==> config.mk <==
export PLATFORM = sky130hd
export DESIGN_NAME = bus_master_arbiter_flat
export DESIGN_NICKNAME = d
export VERILOG_FILES = /design/src/rtl/bus_master_arbiter_if.sv /design/src/rtl/bus_master_arbiter.sv /design/src/flat_wrapper.sv
export SDC_FILE = /design/constraint.sdc
export NUM_CORES = 1
export LEC_CHECK = 0
export CAP_MARGIN = 20
export CORE_MARGIN = 1
export CORE_UTILIZATION = 55
export CTS_CLUSTER_DIAMETER = 40
export DETAILED_ROUTE_END_ITERATION = 7
export GPL_TIMING_DRIVEN = 1
export PLACE_DENSITY = 0.87
export REMOVE_ABC_BUFFERS = 1
export SYNTH_ARGS = -nofsm -noshare
export SYNTH_HDL_FRONTEND = slang
export SYNTH_SLANG_ARGS = --single-unit
==> constraint.sdc <==
create_clock -name sysClk -period 2.7 [get_ports sysClk]
set_input_delay 0.675 -clock sysClk [delete_from_list [all_inputs] [get_ports sysClk]]
set_output_delay 0.675 -clock sysClk [all_outputs]
set_load 0.01 [all_outputs]
==> src/rtl/bus_master_arbiter_if.sv <==
// Bus-mastership bundle between the arbiter and the 68030 bus side: address strobe,
// CPU BR/BG/BGACK handshake, per-master request/grant and arbiter status.
interface bus_master_arbiter_if #(
  parameter int NREQ = 2
);
  localparam int OW = (NREQ > 1) ? $clog2(NREQ) : 1;

  logic            nAS;
  logic            nBG;
  logic [NREQ-1:0] nReq;
  logic            nBR;
  logic            nBGACK;
  logic [NREQ-1:0] nGnt;
  logic [OW-1:0]   owner;
  logic            busy;
  logic            timeoutErr;

  modport master (
    input  nAS, nBG, nReq,
    output nBR, nBGACK, nGnt, owner, busy, timeoutErr
  );

  modport slave (
    output nAS, nBG, nReq,
    input  nBR, nBGACK, nGnt, owner, busy, timeoutErr
  );
endinterface

==> src/rtl/bus_master_arbiter.sv <==
// Round-robin 68030 bus-mastership arbiter for NREQ alternate masters: runs the CPU
// BR/BG/BGACK handshake, enforces a grant-to-first-strobe timeout and tenure preemption.
module bus_master_arbiter #(
  parameter int NREQ        = 2,
  parameter int GNT_TIMEOUT = 16,
  parameter int MAX_TENURE  = 256,
  parameter int CW          = 9
) (
  input  logic                 sysClk,
  input  logic                 sysReset,
  bus_master_arbiter_if.master bus
);
  localparam int              OW       = (NREQ > 1) ? $clog2(NREQ) : 1;
  localparam logic [CW-1:0]   TO_LAST  = CW'(GNT_TIMEOUT - 1);
  localparam logic [CW-1:0]   TEN_LAST = CW'(MAX_TENURE - 1);
  localparam logic [CW-1:0]   CNT_MAX  = {CW{1'b1}};
  localparam logic [NREQ-1:0] ONE_HOT0 = {{(NREQ-1){1'b0}}, 1'b1};

  typedef enum logic [1:0] {
    IDLE    = 2'd0,
    REQ     = 2'd1,
    GRANT   = 2'd2,
    RELEASE = 2'd3
  } state_t;

  state_t          state_q, state_d;
  logic [OW-1:0]   owner_q, owner_d;
  logic [OW-1:0]   rr_ptr_q, rr_ptr_d;
  logic [OW-1:0]   next_ptr_s;
  logic [CW-1:0]   count_q, count_d;
  logic            start_seen_q, start_seen_d;
  logic            nbr_q, nbr_d;
  logic            nbgack_q, nbgack_d;
  logic [NREQ-1:0] ngnt_q, ngnt_d;
  logic            busy_q, busy_d;
  logic            timeout_q, timeout_d;
  logic [OW:0]     pick_idle_s;
  logic [OW:0]     pick_other_s;

  // Returns {found, index} of the first low request scanning upward from start, modulo NREQ.
  function automatic logic [OW:0] rr_pick(
    input logic [NREQ-1:0] req_n,
    input logic [OW-1:0]   start,
    input logic            skip_en,
    input logic [OW-1:0]   skip
  );
    logic          found;
    logic [OW-1:0] idx;
    int            j;
    found = 1'b0;
    idx   = {OW{1'b0}};
    for (int i = 0; i < NREQ; i++) begin
      j = (int'(start) + i) % NREQ;
      if (!found && !req_n[j] && !(skip_en && (j == int'(skip)))) begin
        found = 1'b1;
        idx   = OW'(j);
      end
    end
    return {found, idx};
  endfunction

  // Next-state and registered-output computation for the arbitration FSM.
  always_comb begin
    state_d      = state_q;
    owner_d      = owner_q;
    rr_ptr_d     = rr_ptr_q;
    count_d      = count_q;
    start_seen_d = start_seen_q;
    nbr_d        = nbr_q;
    nbgack_d     = nbgack_q;
    ngnt_d       = ngnt_q;
    timeout_d    = 1'b0;
    next_ptr_s   = (owner_q == OW'(NREQ - 1)) ? {OW{1'b0}} : owner_q + OW'(1);
    pick_idle_s  = rr_pick(bus.nReq, rr_ptr_q, 1'b0, owner_q);
    pick_other_s = rr_pick(bus.nReq, next_ptr_s, 1'b1, owner_q);

    case (state_q)
      IDLE: begin
        if (pick_idle_s[OW]) begin
          owner_d = pick_idle_s[OW-1:0];
          nbr_d   = 1'b0;
          state_d = REQ;
        end else begin
          state_d = IDLE;
        end
      end
      REQ: begin
        if (bus.nReq[owner_q]) begin
          nbr_d   = 1'b1;
          state_d = IDLE;
        end else if (!bus.nBG && bus.nAS) begin
          nbgack_d     = 1'b0;
          ngnt_d       = ~(ONE_HOT0 << owner_q);
          nbr_d        = 1'b1;
          count_d      = {CW{1'b0}};
          start_seen_d = 1'b0;
          state_d      = GRANT;
        end else begin
          state_d = REQ;
        end
      end
      GRANT: begin
        count_d      = (count_q == CNT_MAX) ? count_q : count_q + CW'(1);
        start_seen_d = start_seen_q | ~bus.nAS;
        // Voluntary release outranks timeout, so a simultaneous release never flags an error.
        if (bus.nReq[owner_q]) begin
          ngnt_d  = {NREQ{1'b1}};
          state_d = RELEASE;
        end else if (!start_seen_q && (count_q == TO_LAST)) begin
          ngnt_d    = {NREQ{1'b1}};
          timeout_d = 1'b1;
          state_d   = RELEASE;
        end else if ((count_q >= TEN_LAST) && pick_other_s[OW]) begin
          ngnt_d  = {NREQ{1'b1}};
          state_d = RELEASE;
        end else begin
          state_d = GRANT;
        end
      end
      RELEASE: begin
        if (bus.nAS) begin
          rr_ptr_d = next_ptr_s;
          if (pick_other_s[OW]) begin
            owner_d      = pick_other_s[OW-1:0];
            ngnt_d       = ~(ONE_HOT0 << pick_other_s[OW-1:0]);
            count_d      = {CW{1'b0}};
            start_seen_d = 1'b0;
            state_d      = GRANT;
          end else begin
            nbgack_d = 1'b1;
            state_d  = IDLE;
          end
        end else begin
          state_d = RELEASE;
        end
      end
      default: begin
        nbr_d    = 1'b1;
        nbgack_d = 1'b1;
        ngnt_d   = {NREQ{1'b1}};
        state_d  = IDLE;
      end
    endcase

    busy_d = (state_d != IDLE);
  end

  // State and output registers with asynchronous reset.
  always_ff @(posedge sysClk or posedge sysReset) begin
    if (sysReset) begin
      state_q      <= IDLE;
      owner_q      <= {OW{1'b0}};
      rr_ptr_q     <= {OW{1'b0}};
      count_q      <= {CW{1'b0}};
      start_seen_q <= 1'b0;
      nbr_q        <= 1'b1;
      nbgack_q     <= 1'b1;
      ngnt_q       <= {NREQ{1'b1}};
      busy_q       <= 1'b0;
      timeout_q    <= 1'b0;
    end else begin
      state_q      <= state_d;
      owner_q      <= owner_d;
      rr_ptr_q     <= rr_ptr_d;
      count_q      <= count_d;
      start_seen_q <= start_seen_d;
      nbr_q        <= nbr_d;
      nbgack_q     <= nbgack_d;
      ngnt_q       <= ngnt_d;
      busy_q       <= busy_d;
      timeout_q    <= timeout_d;
    end
  end

  assign bus.nBR        = nbr_q;
  assign bus.nBGACK     = nbgack_q;
  assign bus.nGnt       = ngnt_q;
  assign bus.owner      = owner_q;
  assign bus.busy       = busy_q;
  assign bus.timeoutErr = timeout_q;

endmodule

==> src/flat_wrapper.sv <==
// flat-port wrapper written by rule: the top's interface ports become plain ports
module bus_master_arbiter_flat 
#(
  parameter int NREQ        = 2,
  parameter int GNT_TIMEOUT = 16,
  parameter int MAX_TENURE  = 256,
  parameter int CW          = 9
)
  (sysClk, sysReset, bus_nAS, bus_nBG, bus_nReq, bus_nBR, bus_nBGACK, bus_nGnt, bus_owner, bus_busy, bus_timeoutErr);
  bus_master_arbiter_if #(.NREQ(NREQ)) bus_i ();
  input  logic sysClk;
  input  logic sysReset;
  input wire logic [$bits(bus_i.nAS)-1:0] bus_nAS;
  input wire logic [$bits(bus_i.nBG)-1:0] bus_nBG;
  input wire logic [$bits(bus_i.nReq)-1:0] bus_nReq;
  output wire logic [$bits(bus_i.nBR)-1:0] bus_nBR;
  output wire logic [$bits(bus_i.nBGACK)-1:0] bus_nBGACK;
  output wire logic [$bits(bus_i.nGnt)-1:0] bus_nGnt;
  output wire logic [$bits(bus_i.owner)-1:0] bus_owner;
  output wire logic [$bits(bus_i.busy)-1:0] bus_busy;
  output wire logic [$bits(bus_i.timeoutErr)-1:0] bus_timeoutErr;
  assign bus_i.nAS = bus_nAS;
  assign bus_i.nBG = bus_nBG;
  assign bus_i.nReq = bus_nReq;
  assign bus_nBR = bus_i.nBR;
  assign bus_nBGACK = bus_i.nBGACK;
  assign bus_nGnt = bus_i.nGnt;
  assign bus_owner = bus_i.owner;
  assign bus_busy = bus_i.busy;
  assign bus_timeoutErr = bus_i.timeoutErr;
  bus_master_arbiter #(.NREQ(NREQ), .GNT_TIMEOUT(GNT_TIMEOUT), .MAX_TENURE(MAX_TENURE), .CW(CW)) u_core (.sysClk(sysClk), .sysReset(sysReset), .bus(bus_i));
endmodule
==> summary.txt <==
Vias/cell: 5.97
total CTS buffers: 3
Comb pwr share: 41.6%
status: finished clean
top cells by area, synth: dfrtp_1, dfstp_2, o21ai_0, nor2_1, nand2_1
Multi-input gate area: 644 um^2
share of layout cells above drive strength 1: 16.9%
biggest area consumer among synthesized cells: dfrtp_1
Clock Skew: 0.00501 ns
ys async rst share: 100%
Sw Pwr: 511 uW
CTS tree: built
final WL: 2430 um
DR pass1 iterations: 4
Avg Inst Size Synth: 9.17 um^2
worst setup path startpoint: bus_nReq[0]
post-route DRC violation count: 0
DIE AREA: 0.00241 mm^2
internal cell power: 868 uW
Fillers: 165
DR WL/cell: 13.9 um
CTS clk-pin slew, worst paths: 0.11 ns
post-CTS sizing: 0
Static Leak: 0.000606 uW
commonest cells after routing, fill and taps aside: o21ai_0, nor2_1, dfrtp_1
Final period util: 86.1%
Slew @ Worst Pin: 0.738 ns
Mapped Area: 0.00122 mm^2
reg-to-reg critical path startpoint: u_core.count_q[0]$_DFFE_PP0P_
CP cell instances: clkdlybuf4s50_1, mux2_4, or4_4, and3_4, o21bai_4, mux2_4
clock buffer depth: 2
Cell Rows: 16
r2r endpoint: u_core.bus.busy$_DFF_PP0_
Slew HR: 50.7%
switching portion of total power: 37.1%
yosys warns: 0
Hold/Removal Path Class: flip-flop to flip-flop
final count of hold timing violations: 0
clk root buf: clkbuf_4
register area share after synthesis: 41.4%
Crit Path Category: primary input to flip-flop
CP most frequent cell: mux2_4
total track usage: 22.8%
Max IR drop VDD: 0.628 mV
core area: 0.00202 mm^2
sequential power share: 40.8%
top_reg_cell synth: dfrtp_1
pwr dens: 973 mW/mm^2
height of the chip: 49.1 um
first-pass GRT wire length: 4150 um
Gate Count Post-Synth: 133
Detailed Route Iter0 Violations: 20
area grow syn2layout: 16.1%
Nets: 158
vias in the first global route: 953
die width: 49.1 um
clock sink total: 20
Critical Path End: u_core.bus.nGnt[1]$_DFFE_PP1P_
R2R Setup Slk: 0.43 ns
critical path data arrival time: 2.57 ns
Clock power frac: 17.5%
register area: 505 um^2
ANT nets after route: 0
GPL Wtd Cong: 0.863
initial antenna violation count: 0
Synth cell types: 44
Critical Path Source Type: primary input
# IOs: 13
Pins Over Slew Limit: 0
insertion delay to the later sink of the worst-skew pair: 0.30 ns
area share of the largest cell type after synthesis: 32.8%
r2r worst-path depth: 9
RSZ-0062 raised after global routing: false
Crit Path Max Fanout: 5
max incr delay on CP: 0.47 ns
Max Freq: 430 MHz
Setup TNS: 0 ns
# diodes: 0
Crit-path slowest cell: or4_4
H-Tree Depth: 1
Worst EP required: 2.95 ns
EDFF count, synth: 0
Yosys reg bits: 20
Setup Buffers After CTS: 0
port buffer count: 12
final setup fails: 0
initial core utilization: 60.3%
Max-Cap Viols: 0
Post-CTS Hold Fix Bufs: 0
min cycle time layout: 2.32 ns
DPL Wire Length: 1820 um
DR vias: 1,044
CP endpoint kind: flip-flop
Final Core Density: 70.0%
grt total ovfl: 0
largest net degree at the start of global routing: 21
## final cells by class
cell class / count / share of cell area, %
timing repair buffer: 17 / 11.1
tap: 27 / 2.39
clock inverter: 1 / 2.12
multi-input combinational: 101 / 45.5
inverter: 6 / 1.59
clock buffer: 3 / 1.59
sequential: 20 / 35.7
## registers in the layout, indices dropped and copies added (netlist names)
| name | count |
|---|---|
| u_core.bus.nBGACK | 1 |
| u_core.bus.nGnt | 2 |
| u_core.bus.owner | 1 |
| u_core.count_q | 9 |
| u_core.state_q | 2 |
| u_core.bus.busy | 1 |
| u_core.rr_ptr_q | 1 |
| u_core.bus.nBR | 1 |
| u_core.start_seen_q | 1 |
| u_core.bus.timeoutErr | 1 |
## worst min path at each step
stage	startpoint	to	slack, ns	depth (start not counted)
after floorplan	u_core.rr_ptr_q$_DFFE_PP0P_	u_core.rr_ptr_q$_DFFE_PP0P_	0.45	2
after global placement	u_core.bus.nBR$_DFFE_PP1P_	u_core.bus.nBR$_DFFE_PP1P_	0.45	2
after detailed placement	u_core.bus.nBR$_DFFE_PP1P_	u_core.bus.nBR$_DFFE_PP1P_	0.47	2
after CTS	u_core.bus.nBR$_DFFE_PP1P_	u_core.bus.nBR$_DFFE_PP1P_	0.48	2
after global routing	u_core.bus.nGnt[0]$_DFFE_PP1P_	u_core.bus.nGnt[0]$_DFFE_PP1P_	0.50	2
final	u_core.bus.nBR$_DFFE_PP1P_	u_core.bus.nBR$_DFFE_PP1P_	0.48	2
## power groups by stage
stage / clock network (uW) / registers, uW / logic, uW
floorplan: 0 / 571 / 363
global placement: 0 / 558 / 553
detailed placement: 0 / 567 / 575
CTS: 247 / 560 / 578
global route: 259 / 584 / 643
finish: 242 / 563 / 574
## cell families (layout without fill, tap and decap cells)
group           count (synthesis)  after routing  share of synthesized area (%)
compound gates                 36             36                           19.4
flops                          20             20                           41.4
simple gates                   53             53                           22.3
xor+xnor                        2              2                           1.44
fa+ha+maj                       3              3                           3.08
mux                             7              7                           6.67
buf+inv                        12             27                           5.74
## critical path: cells and delay by family
family                 cells  cell delay (ns)
AOI/OAI and AO/OA          1             0.16
buffers and inverters      1             0.44
muxes                      2             0.62
and+or+nand+nor            2             0.67
## synth_stat cells (3+ instances only)
cell,n
o21ai_0,16
nand3_1,4
ha_1,3
a21oi_1,6
nand4_1,3
dfrtp_1,16
nor2_1,16
nand2_1,14
clkbuf_1,3
inv_1,6
dfstp_2,4
mux2i_1,4
## stage by stage
| stage | cells | area [um^2] | power (uW) | hold WS (ns) | setup WS, ns |
|---|---|---|---|---|---|
| floorplan | 127 | 1170 | 935 | 0.446 | 0.582 |
| finish | 175 | 1420 | 1380 | 0.480 | 0.375 |
| global route | 175 | 1420 | 1490 | 0.504 | 0.292 |
| detailed placement | 171 | 1360 | 1140 | 0.465 | 0.0610 |
| global placement | 171 | 1360 | 1110 | 0.451 | 0.114 |
| CTS | 175 | 1420 | 1390 | 0.483 | 0.388 |
## metal layers
layer | track usage (%) | vias up | wire, um
met3 | 3.43 | 5 | 92
li1 | - | 507 | -
met4 | 11.3 | 0 | 49
met1 | 28.9 | 510 | 1080
met2 | 37.7 | 22 | 1200
met5 | 0 | - | 0
No activity file was read; power rests on OpenSTA's default activity.
